## config.mk

```make
export PLATFORM = sky130hd
export DESIGN_NAME = config_sequencer_flat
export DESIGN_NICKNAME = d
export VERILOG_FILES = /design/src/rtl/config_sequencer_if.sv /design/src/rtl/config_sequencer.sv /design/src/flat_wrapper.sv
export SDC_FILE = /design/constraint.sdc
export NUM_CORES = 1
export LEC_CHECK = 0
export CAP_MARGIN = 20
export CORE_MARGIN = 2
export CORE_UTILIZATION = 45
export CTS_CLUSTER_SIZE = 40
export DETAILED_ROUTE_END_ITERATION = 16
export PLACE_DENSITY = 0.73
export SLEW_MARGIN = 30
export SYNTH_ARGS = -nofsm -noshare
export SYNTH_HDL_FRONTEND = slang
export SYNTH_SLANG_ARGS = --single-unit
```

## constraint.sdc

```tcl
create_clock -name clock -period 2.8 [get_ports clock]
set_clock_uncertainty 0.05 [all_clocks]
set_input_delay 0.28 -clock clock [delete_from_list [all_inputs] [get_ports clock]]
set_output_delay 0.28 -clock clock [all_outputs]
set_load 0.01 [all_outputs]
```

## src/rtl/config_sequencer_if.sv

```systemverilog
// Register-writer request/acknowledge bundle.
// The sequencer holds req/addr/data until the writer pulses ack.
interface config_sequencer_if #(
  parameter int ADDR_W = 8,
  parameter int DATA_W = 8
);
  logic              wr_req;
  logic [ADDR_W-1:0] wr_addr;
  logic [DATA_W-1:0] wr_data;
  logic              wr_ack;

  modport master (
    output wr_req,
    output wr_addr,
    output wr_data,
    input  wr_ack
  );

  modport slave (
    input  wr_req,
    input  wr_addr,
    input  wr_data,
    output wr_ack
  );
endinterface

```

## src/rtl/config_sequencer.sv

```systemverilog
// Power-up configuration sequencer: walks a table of
// register writes and timed waits, then raises config_done.
module config_sequencer #(
  parameter int NUM_ENTRIES = 16,
  parameter int IDX_W       = 4,
  parameter int ADDR_W      = 8,
  parameter int DATA_W      = 8
) (
  input  logic                     clock,
  input  logic                     reset,
  input  logic                     start,
  output logic [IDX_W-1:0]         rom_index,
  input  logic [1+ADDR_W+DATA_W:0] rom_entry,
  output logic                     en_delay,
  input  logic                     delay_done,
  config_sequencer_if.master       wr,
  output logic                     busy,
  output logic                     config_done
);

  typedef enum logic [2:0] {
    S_IDLE,
    S_FETCH,
    S_WRITE,
    S_DELAY,
    S_NEXT,
    S_DONE
  } state_t;

  localparam logic [1:0] OP_WRITE = 2'b00;
  localparam logic [1:0] OP_DELAY = 2'b01;
  localparam logic [1:0] OP_END   = 2'b10;

  localparam logic [IDX_W-1:0] LAST =
    IDX_W'(NUM_ENTRIES - 1);

  state_t            state;
  logic [DATA_W-1:0] dly_cnt;
  logic [DATA_W-1:0] dly_tgt;

  logic [1:0]        f_op;
  logic [ADDR_W-1:0] f_addr;
  logic [DATA_W-1:0] f_data;

  assign f_op   = rom_entry[1+ADDR_W+DATA_W -: 2];
  assign f_addr = rom_entry[DATA_W +: ADDR_W];
  assign f_data = rom_entry[DATA_W-1:0];

  always_ff @(posedge clock) begin
    if (reset) begin
      state       <= S_IDLE;
      rom_index   <= '0;
      en_delay    <= 1'b0;
      wr.wr_req   <= 1'b0;
      wr.wr_addr  <= '0;
      wr.wr_data  <= '0;
      busy        <= 1'b0;
      config_done <= 1'b0;
      dly_cnt     <= '0;
      dly_tgt     <= '0;
    end else begin
      unique case (state)
        S_IDLE, S_DONE: begin
          if (start) begin
            state       <= S_FETCH;
            rom_index   <= '0;
            busy        <= 1'b1;
            config_done <= 1'b0;
          end
        end
        S_FETCH: begin
          unique case (f_op)
            OP_WRITE: begin
              state      <= S_WRITE;
              wr.wr_addr <= f_addr;
              wr.wr_data <= f_data;
            end
            OP_DELAY: begin
              state    <= S_DELAY;
              en_delay <= 1'b1;
              dly_cnt  <= '0;
              // A zero count still waits one unit.
              dly_tgt  <= (f_data == '0) ?
                          DATA_W'(1) : f_data;
            end
            OP_END: begin
              state       <= S_DONE;
              busy        <= 1'b0;
              config_done <= 1'b1;
            end
            default: state <= S_NEXT;
          endcase
        end
        S_WRITE: begin
          if (!wr.wr_req) begin
            wr.wr_req <= 1'b1;
          end else if (wr.wr_ack) begin
            wr.wr_req <= 1'b0;
            state     <= S_NEXT;
          end
        end
        S_DELAY: begin
          if (delay_done) begin
            if (dly_cnt == dly_tgt - DATA_W'(1)) begin
              en_delay <= 1'b0;
              state    <= S_NEXT;
            end else begin
              dly_cnt <= dly_cnt + DATA_W'(1);
            end
          end
        end
        S_NEXT: begin
          if (rom_index == LAST) begin
            state       <= S_DONE;
            busy        <= 1'b0;
            config_done <= 1'b1;
          end else begin
            rom_index <= rom_index + IDX_W'(1);
            state     <= S_FETCH;
          end
        end
        default: state <= S_IDLE;
      endcase
    end
  end

endmodule

```

## src/flat_wrapper.sv

```systemverilog
// flat-port wrapper written by rule: the top's interface ports become plain ports
module config_sequencer_flat 
#(
  parameter int NUM_ENTRIES = 16,
  parameter int IDX_W       = 4,
  parameter int ADDR_W      = 8,
  parameter int DATA_W      = 8
)
  (clock, reset, start, rom_index, rom_entry, en_delay, delay_done, busy, config_done, wr_wr_req, wr_wr_addr, wr_wr_data, wr_wr_ack);
  config_sequencer_if #(.ADDR_W(ADDR_W), .DATA_W(DATA_W)) wr_i ();
  input  logic clock;
  input  logic reset;
  input  logic start;
  output logic [IDX_W-1:0] rom_index;
  input  logic [1+ADDR_W+DATA_W:0] rom_entry;
  output logic en_delay;
  input  logic delay_done;
  output logic busy;
  output logic config_done;
  output wire logic [$bits(wr_i.wr_req)-1:0] wr_wr_req;
  output wire logic [$bits(wr_i.wr_addr)-1:0] wr_wr_addr;
  output wire logic [$bits(wr_i.wr_data)-1:0] wr_wr_data;
  input wire logic [$bits(wr_i.wr_ack)-1:0] wr_wr_ack;
  assign wr_wr_req = wr_i.wr_req;
  assign wr_wr_addr = wr_i.wr_addr;
  assign wr_wr_data = wr_i.wr_data;
  assign wr_i.wr_ack = wr_wr_ack;
  config_sequencer #(.NUM_ENTRIES(NUM_ENTRIES), .IDX_W(IDX_W), .ADDR_W(ADDR_W), .DATA_W(DATA_W)) u_core (.clock(clock), .reset(reset), .start(start), .rom_index(rom_index), .rom_entry(rom_entry), .en_delay(en_delay), .delay_done(delay_done), .wr(wr_i), .busy(busy), .config_done(config_done));
endmodule
```

==> results.md <==
- Routed Antenna Nets: 0
- CTS root buffer: sky130_fd_sc_hd__clkbuf_8
- Final Slew Violations: 0
- Startpoint type of the worst setup path: register
- Filler Cells Inserted: 436
- Time the final worst path needs with I/O delays and setup: 2.53 ns
- Biggest fanout along the worst timing path: 14
- Area share of the leading cell type in the synthesized netlist: 40.5%
- Die area: 5280 µm²
- Status: complete, no violations
- IO Pins: 47
- Data required time of the critical path: 2.98 ns
- Latest clock arrival within the worst-skew pair: 0.30 ns
- Depth of the worst hold-timing path: 2
- Cell leakage power: 0.966 nW
- RR Startpoint: u_core.dly_tgt[0]
- Proportion of register bits with asynchronous set or reset after synthesis: 0%
- Kind of critical path: reg2reg
- Total power per unit cell area: 552 nW/µm²
- Total routed wirelength: 4.88 mm
- First element of the critical path: u_core.dly_tgt[0]
- TritonCTS sink count: 43
- Unique masters post-synth: 47
- Number of DRC violations after detailed-routing iteration 0: 95
- Count of endpoints failing setup in the final report: 0
- Die H: 72.7 µm
- Crit path DAT: 2.72 ns
- Num CTS Buffers: 5
- Slowest CP cell: sky130_fd_sc_hd__or4_4
- Number of gates resized after CTS: 0
- RSZ-0062 raised after global routing: false
- Routed length per placed instance: 13.3 µm
- Cell family with the largest share of critical-path delay: simple AND/OR/NAND/NOR gates
- Post-synthesis average cell area: 7.78 µm²
- TritonCTS clock tree: done
- WP depth: 7
- Most instantiated flip-flop cell in the synthesis netlist: sky130_fd_sc_hd__dfxtp_1
- Via count: 2028
- Die width: 72.7 µm
- Total routing resource utilization after global routing: 19.2%
- Worst hold path type: reg2reg
- Number of enable flip-flop cells after synthesis: 0
- Upper clock frequency limit: 0.395 GHz
- Via count of the first global-routing pass: 1825
- Pre-CTS setup slack: 0.287 ns
- Synthesized Nets: 303
- Largest cells by area after synthesis: sky130_fd_sc_hd__dfxtp_1 41%, sky130_fd_sc_hd__nand2_1 11%, sky130_fd_sc_hd__a21oi_1 8.5%
- Ant diodes: 0
- CTS max path bufs: 2
- Maximum number of pins on one net before global-route repair: 37
- Final Net Count: 345
- Buf/Inv on CP: 0
- Share of cells above drive strength 1: 5.38%
- Count of buffers inserted at the top-level ports: 46
- Worst Slack Setup Final: 0.267 ns
- Max-cap violations: 0
- Placement row count: 24
- Final sum of negative setup slack: 0 ns
- HPWL after detailed placement: 3.47 mm
- Max rail drop VDD: 0.352 mV
- Post-Syn Area: 2120 µm²
- Overall power: 1.50 mW
- Actual transition at the worst max-transition pin: 0.607 ns
- Post-synthesis sequential element count: 43
- GRT overflow: 0
- Gate Count Post-Synth: 273
- Worst slew margin: 59.5%
- Count of hold-fix buffers inserted at cts: 0
- Average via count per standard cell: 5.51
- Clk pin slew, worst setup/hold paths: 0.08 ns
- Capturing element type of the critical path: register
- Post-CTS Setup Inserts: 0
- Drt first pass iters: 4
- Number of failing hold endpoints at the final stage: 0
- Number of levels in the clock H-tree: 2
- Number of DRC violations after detailed routing: 0
- YS warnings: 0
- Antenna violations before repair: 0
- Global-route wire length before repair: 8.05 mm
- Largest area contributor in the netlist: sky130_fd_sc_hd__dfxtp_1
- Maximum single-stage delay on the critical path: 0.55 ns
- Cell count of the worst reg-to-reg path: 7
- Cells along the critical path: or4_4 > o21a_1 > a21o_1 > a311oi_2 > o21ai_2 > or3_2 > a21oi_1
- Area delta synth->final: 28.2%
- Startpoint of the most critical hold path: u_core.wr.wr_addr[7]
- Effective utilization at floorplan: 47.8%
- Area of the placeable core: 4440 µm²
- Sequential cell area fraction in the yosys report: 40.5%
- Ratio of final minimum period to clock period: 90.5%
- Final weighted congestion of routability-driven global placement: 0.866
## state kept, by name, summed over array words and instances (netlist names)
| name | cells |
|---|---|
| u_core.config_done | 1 |
| u_core.wr.wr_req | 1 |
| u_core.dly_tgt | 8 |
| u_core.en_delay | 1 |
| u_core.wr.wr_addr | 8 |
| u_core.state | 3 |
| u_core.rom_index | 4 |
| u_core.busy | 1 |
| u_core.dly_cnt | 8 |
| u_core.wr.wr_data | 8 |
## report_power, final
group	switching, mW	total, mW	internal [mW]
clock network	0.217	0.506	0.289
logic	0.163	0.311	0.148
registers	0.0421	0.688	0.646
## routing by layer
layer	GRT usage, %	routed length, µm
met2	33.1	2350
met3	4.97	198
met4	5.56	65
met1	23.5	2270
met5	0	0
## tightest hold or removal path, stage by stage, from the launching register on
cell and delay, ns:
sky130_fd_sc_hd__dfxtp_1 0.31, sky130_fd_sc_hd__nand2_1 0.05, sky130_fd_sc_hd__a21oi_1 0.05
## cell usage in the layout (no fill, tap or decap), types with 2 or more instances in the layout
cell type                         instances
sky130_fd_sc_hd__mux2i_1                  2
sky130_fd_sc_hd__xnor2_1                  6
sky130_fd_sc_hd__nor2_1                  18
sky130_fd_sc_hd__nor3_1                   7
sky130_fd_sc_hd__clkdlybuf4s50_1         46
sky130_fd_sc_hd__or3_1                    4
sky130_fd_sc_hd__or3_2                    2
sky130_fd_sc_hd__o211ai_1                 2
sky130_fd_sc_hd__a21oi_1                 36
sky130_fd_sc_hd__and2_1                   3
sky130_fd_sc_hd__clkbuf_8                 6
sky130_fd_sc_hd__xor2_1                   4
sky130_fd_sc_hd__nand4_1                  5
sky130_fd_sc_hd__a31oi_1                  4
sky130_fd_sc_hd__inv_1                   11
sky130_fd_sc_hd__dfxtp_1                 43
sky130_fd_sc_hd__and3_1                   2
sky130_fd_sc_hd__nand2b_1                 3
sky130_fd_sc_hd__ha_1                     7
sky130_fd_sc_hd__nand2_1                 60
sky130_fd_sc_hd__o21ai_0                 10
sky130_fd_sc_hd__nand3_1                  7
## area by class of cell
class                   instances  area [µm²]  share of cell area (%)
clock buffers                   6        82.6                    3.03
well taps                      52        65.1                    2.39
repair buffers                 47         468                    17.2
flip-flops and latches         43         861                    31.6
clock inverters                 2        35.0                    1.29
multi-input cells             207        1170                    43.0
inverters                      11        41.3                    1.52
## Yosys cell counts, types with 2 or more instances
cell type,instances
sky130_fd_sc_hd__nand2_1,60
sky130_fd_sc_hd__dfxtp_1,43
sky130_fd_sc_hd__a21oi_1,36
sky130_fd_sc_hd__nor2_1,18
sky130_fd_sc_hd__inv_1,11
sky130_fd_sc_hd__clkbuf_1,10
sky130_fd_sc_hd__o21ai_0,10
sky130_fd_sc_hd__ha_1,7
sky130_fd_sc_hd__nand3_1,7
sky130_fd_sc_hd__nor3_1,7
sky130_fd_sc_hd__xnor2_1,6
sky130_fd_sc_hd__nand4_1,5
sky130_fd_sc_hd__a31oi_1,4
sky130_fd_sc_hd__or3_1,4
sky130_fd_sc_hd__xor2_1,4
sky130_fd_sc_hd__and2_1,3
sky130_fd_sc_hd__nand2b_1,3
sky130_fd_sc_hd__a2111oi_0,2
sky130_fd_sc_hd__and3_1,2
sky130_fd_sc_hd__mux2i_1,2
sky130_fd_sc_hd__o211ai_1,2
sky130_fd_sc_hd__or3_2,2
## final timing paths
check	endpoint	slack, ns
worst max-delay path	u_core.dly_cnt[4]	0.27
worst min-delay path	u_core.wr.wr_addr[7]	0.40
worst max register to register	u_core.dly_cnt[4]	0.27
worst min register to register	u_core.wr.wr_addr[7]	0.40
## kinds of logic (layout without fill, tap and decap cells)
| group | after synthesis | after routing | share of synthesized area [%] |
|---|---|---|---|
| adder cells (fa/ha/maj) | 7 | 7 | 4.12 |
| multiplexers | 2 | 2 | 0.943 |
| XOR/XNOR | 10 | 10 | 4.12 |
| AND/OR/NAND/NOR | 120 | 120 | 26.3 |
| buffers and inverters | 23 | 66 | 4.42 |
| AO/OA/AOI/OAI | 68 | 68 | 19.5 |
| flip-flops | 43 | 43 | 40.5 |
## metrics by stage
step	cells	util, %	hold slack (ns)	cell area (µm²)
after floorplan	273	-	0.339	2120
after global placement	360	58.6	0.391	2600
after detailed placement	360	58.6	0.396	2600
after CTS	368	61.2	0.408	2720
after global routing	368	61.3	0.423	2720
final	368	61.3	0.404	2720
No activity file was read; power rests on OpenSTA's default activity.
==> edit: new RTL, config.mk and constraints unchanged <==
`DATA_W` is set to 8 in 3 places; all go to 7.
--- a/src/rtl/config_sequencer_if.sv
+++ b/src/rtl/config_sequencer_if.sv
@@ -3,5 +3,5 @@
 interface config_sequencer_if #(
   parameter int ADDR_W = 8,
-  parameter int DATA_W = 8
+  parameter int DATA_W = 7
 );
   logic              wr_req;
--- a/src/rtl/config_sequencer.sv
+++ b/src/rtl/config_sequencer.sv
@@ -5,5 +5,5 @@
   parameter int IDX_W       = 4,
   parameter int ADDR_W      = 8,
-  parameter int DATA_W      = 8
+  parameter int DATA_W      = 7
 ) (
   input  logic                     clock,
--- a/src/flat_wrapper.sv
+++ b/src/flat_wrapper.sv
@@ -5,5 +5,5 @@
   parameter int IDX_W       = 4,
   parameter int ADDR_W      = 8,
-  parameter int DATA_W      = 8
+  parameter int DATA_W      = 7
 )
   (clock, reset, start, rom_index, rom_entry, en_delay, delay_done, busy, config_done, wr_wr_req, wr_wr_addr, wr_wr_data, wr_wr_ack);
Ports: changed (resized rom_entry and wr_wr_data); port bits go from 47 to 45. The function was not compared with the original's and may differ.
==> edit against the original RTL <==
  * Power rose by 17%
  * Final cell count fell by 6.8%
  * Largest power group unchanged
  * Sequential cell count fell by 3
  * Critical endpoint is now u_core.state[1]
  * Setup slack got worse by 0.066 ns
  * Count of clock-buffer cells in the layout did not move
  * Non-clock buffer count did not move
  * Wire length fell by 7.6%
  * Final area fell by 4.5%
  * Area after synthesis fell by 6.0%
==> edit: results (changes against the original RTL) <==
{| class="wikitable"
! Metric !! Value
|-
| Maximum resistive drop on vdd || 0.382 mV (was 0.352 mV)
|-
| Data buffer area share || 17.8% (was 17.2%)
|-
| Post-placement setup slack || 0.188 ns (was 0.287 ns)
|-
| Length of routed met2 wiring || 2090 um (was 2350 um)
|-
| Critical Path AT || 2.70 ns (was 2.72 ns)
|-
| Finished Layout Cells || 343 (was 368)
|-
| Layout multi-input combinational cell count || 188 (was 207)
|-
| Power per cell area || 676 nW/um2 (was 552 nW/um2)
|-
| Share of layout cells above drive strength 1 || 6.19% (was 5.38%)
|-
| Total cell area at the placement stage || 2480 um2 (was 2600 um2)
|-
| Port buffer count || 44 (was 46)
|-
| Max Freq || 385 MHz (was 395 MHz)
|-
| Synth top area cells || sky130_fd_sc_hd__dfxtp_1, sky130_fd_sc_hd__nand2_1, sky130_fd_sc_hd__a21oi_1 (unchanged)
|-
| Worst Max-Slew Pin Slew || 0.609 ns (was 0.607 ns)
|-
| Commonest cells in the netlist || sky130_fd_sc_hd__nand2_1, sky130_fd_sc_hd__dfxtp_1, sky130_fd_sc_hd__a21oi_1 (unchanged)
|-
| Via count of the first global-routing pass || 1680 (was 1825)
|-
| Routed wl met3 || 228 um (was 198 um)
|-
| Mapped Nets || 277 (was 303)
|-
| Status || complete, no violations (unchanged)
|-
| Maximum cell stage delay along the critical path || 0.44 ns (was 0.55 ns)
|-
| Weighted congestion at the end of routability-driven global placement || 0.871 (was 0.866)
|-
| WL per Instance || 13.1 um (was 13.3 um)
|-
| Leakage dissipation || 0.000902 uW (was 0.000966 uW)
|-
| Power drawn by the combinational cells || 523 uW (was 311 uW)
|-
| Routed metal-1 wire length || 2140 um (was 2270 um)
|-
| GRT Util Overall || 18.9% (was 19.2%)
|-
| Reported net switching power || 583 uW (was 422 uW)
|-
| Signal inverters || 8 (was 11)
|-
| Utilization after layout || 60.1% (was 61.3%)
|-
| Multi-input gate share of the layout cell area || 43.1% (was 43.0%)
|-
| Number of filler instances in the final layout || 389 (was 436)
|-
| Maximum fanout along the worst path || 6 (was 14)
|-
| Post-synthesis area per instance || 8.05 um2 (was 7.78 um2)
|-
| Post-detail-place hpwl || 3270 um (was 3470 um)
|-
| DRC marker count from the first detailed-route iteration || 151 (was 95)
|-
| Overall via count from detail_route || 1814 (was 2028)
|}
## edit: worst paths after layout
path                                to  cells after the start            startpoint  slack (ns)
setup / recovery       u_core.state[1]                      8     u_core.dly_tgt[0]        0.20
hold / removal    u_core.wr.wr_data[0]                      2  u_core.wr.wr_data[0]        0.41
setup reg to reg       u_core.state[1]                      8     u_core.dly_tgt[0]        0.20
hold reg to reg   u_core.wr.wr_data[0]                      2  u_core.wr.wr_data[0]        0.41
## edit: kinds of logic (layout without fill, tap and decap cells)
kind of cell | Yosys count | count (layout) | share of synthesized area, %
AND/OR/NAND/NOR | 107 | 107 | 25.0
adder cells (fa/ha/maj) | 7 | 7 | 4.39
multiplexers | 2 | 2 | 1.07
buffers and inverters | 20 | 63 | 3.76
AO/OA/AOI/OAI | 58 | 58 | 18.9
XOR/XNOR | 14 | 14 | 6.83
flip-flops | 40 | 40 | 40.1
## edit: routing by layer
metal  GRT usage (%)  vias up
met2            30.5       42
met1            25.1      826
met3            4.99        5
met4            5.24        0
li1                -      941
met5               0        -
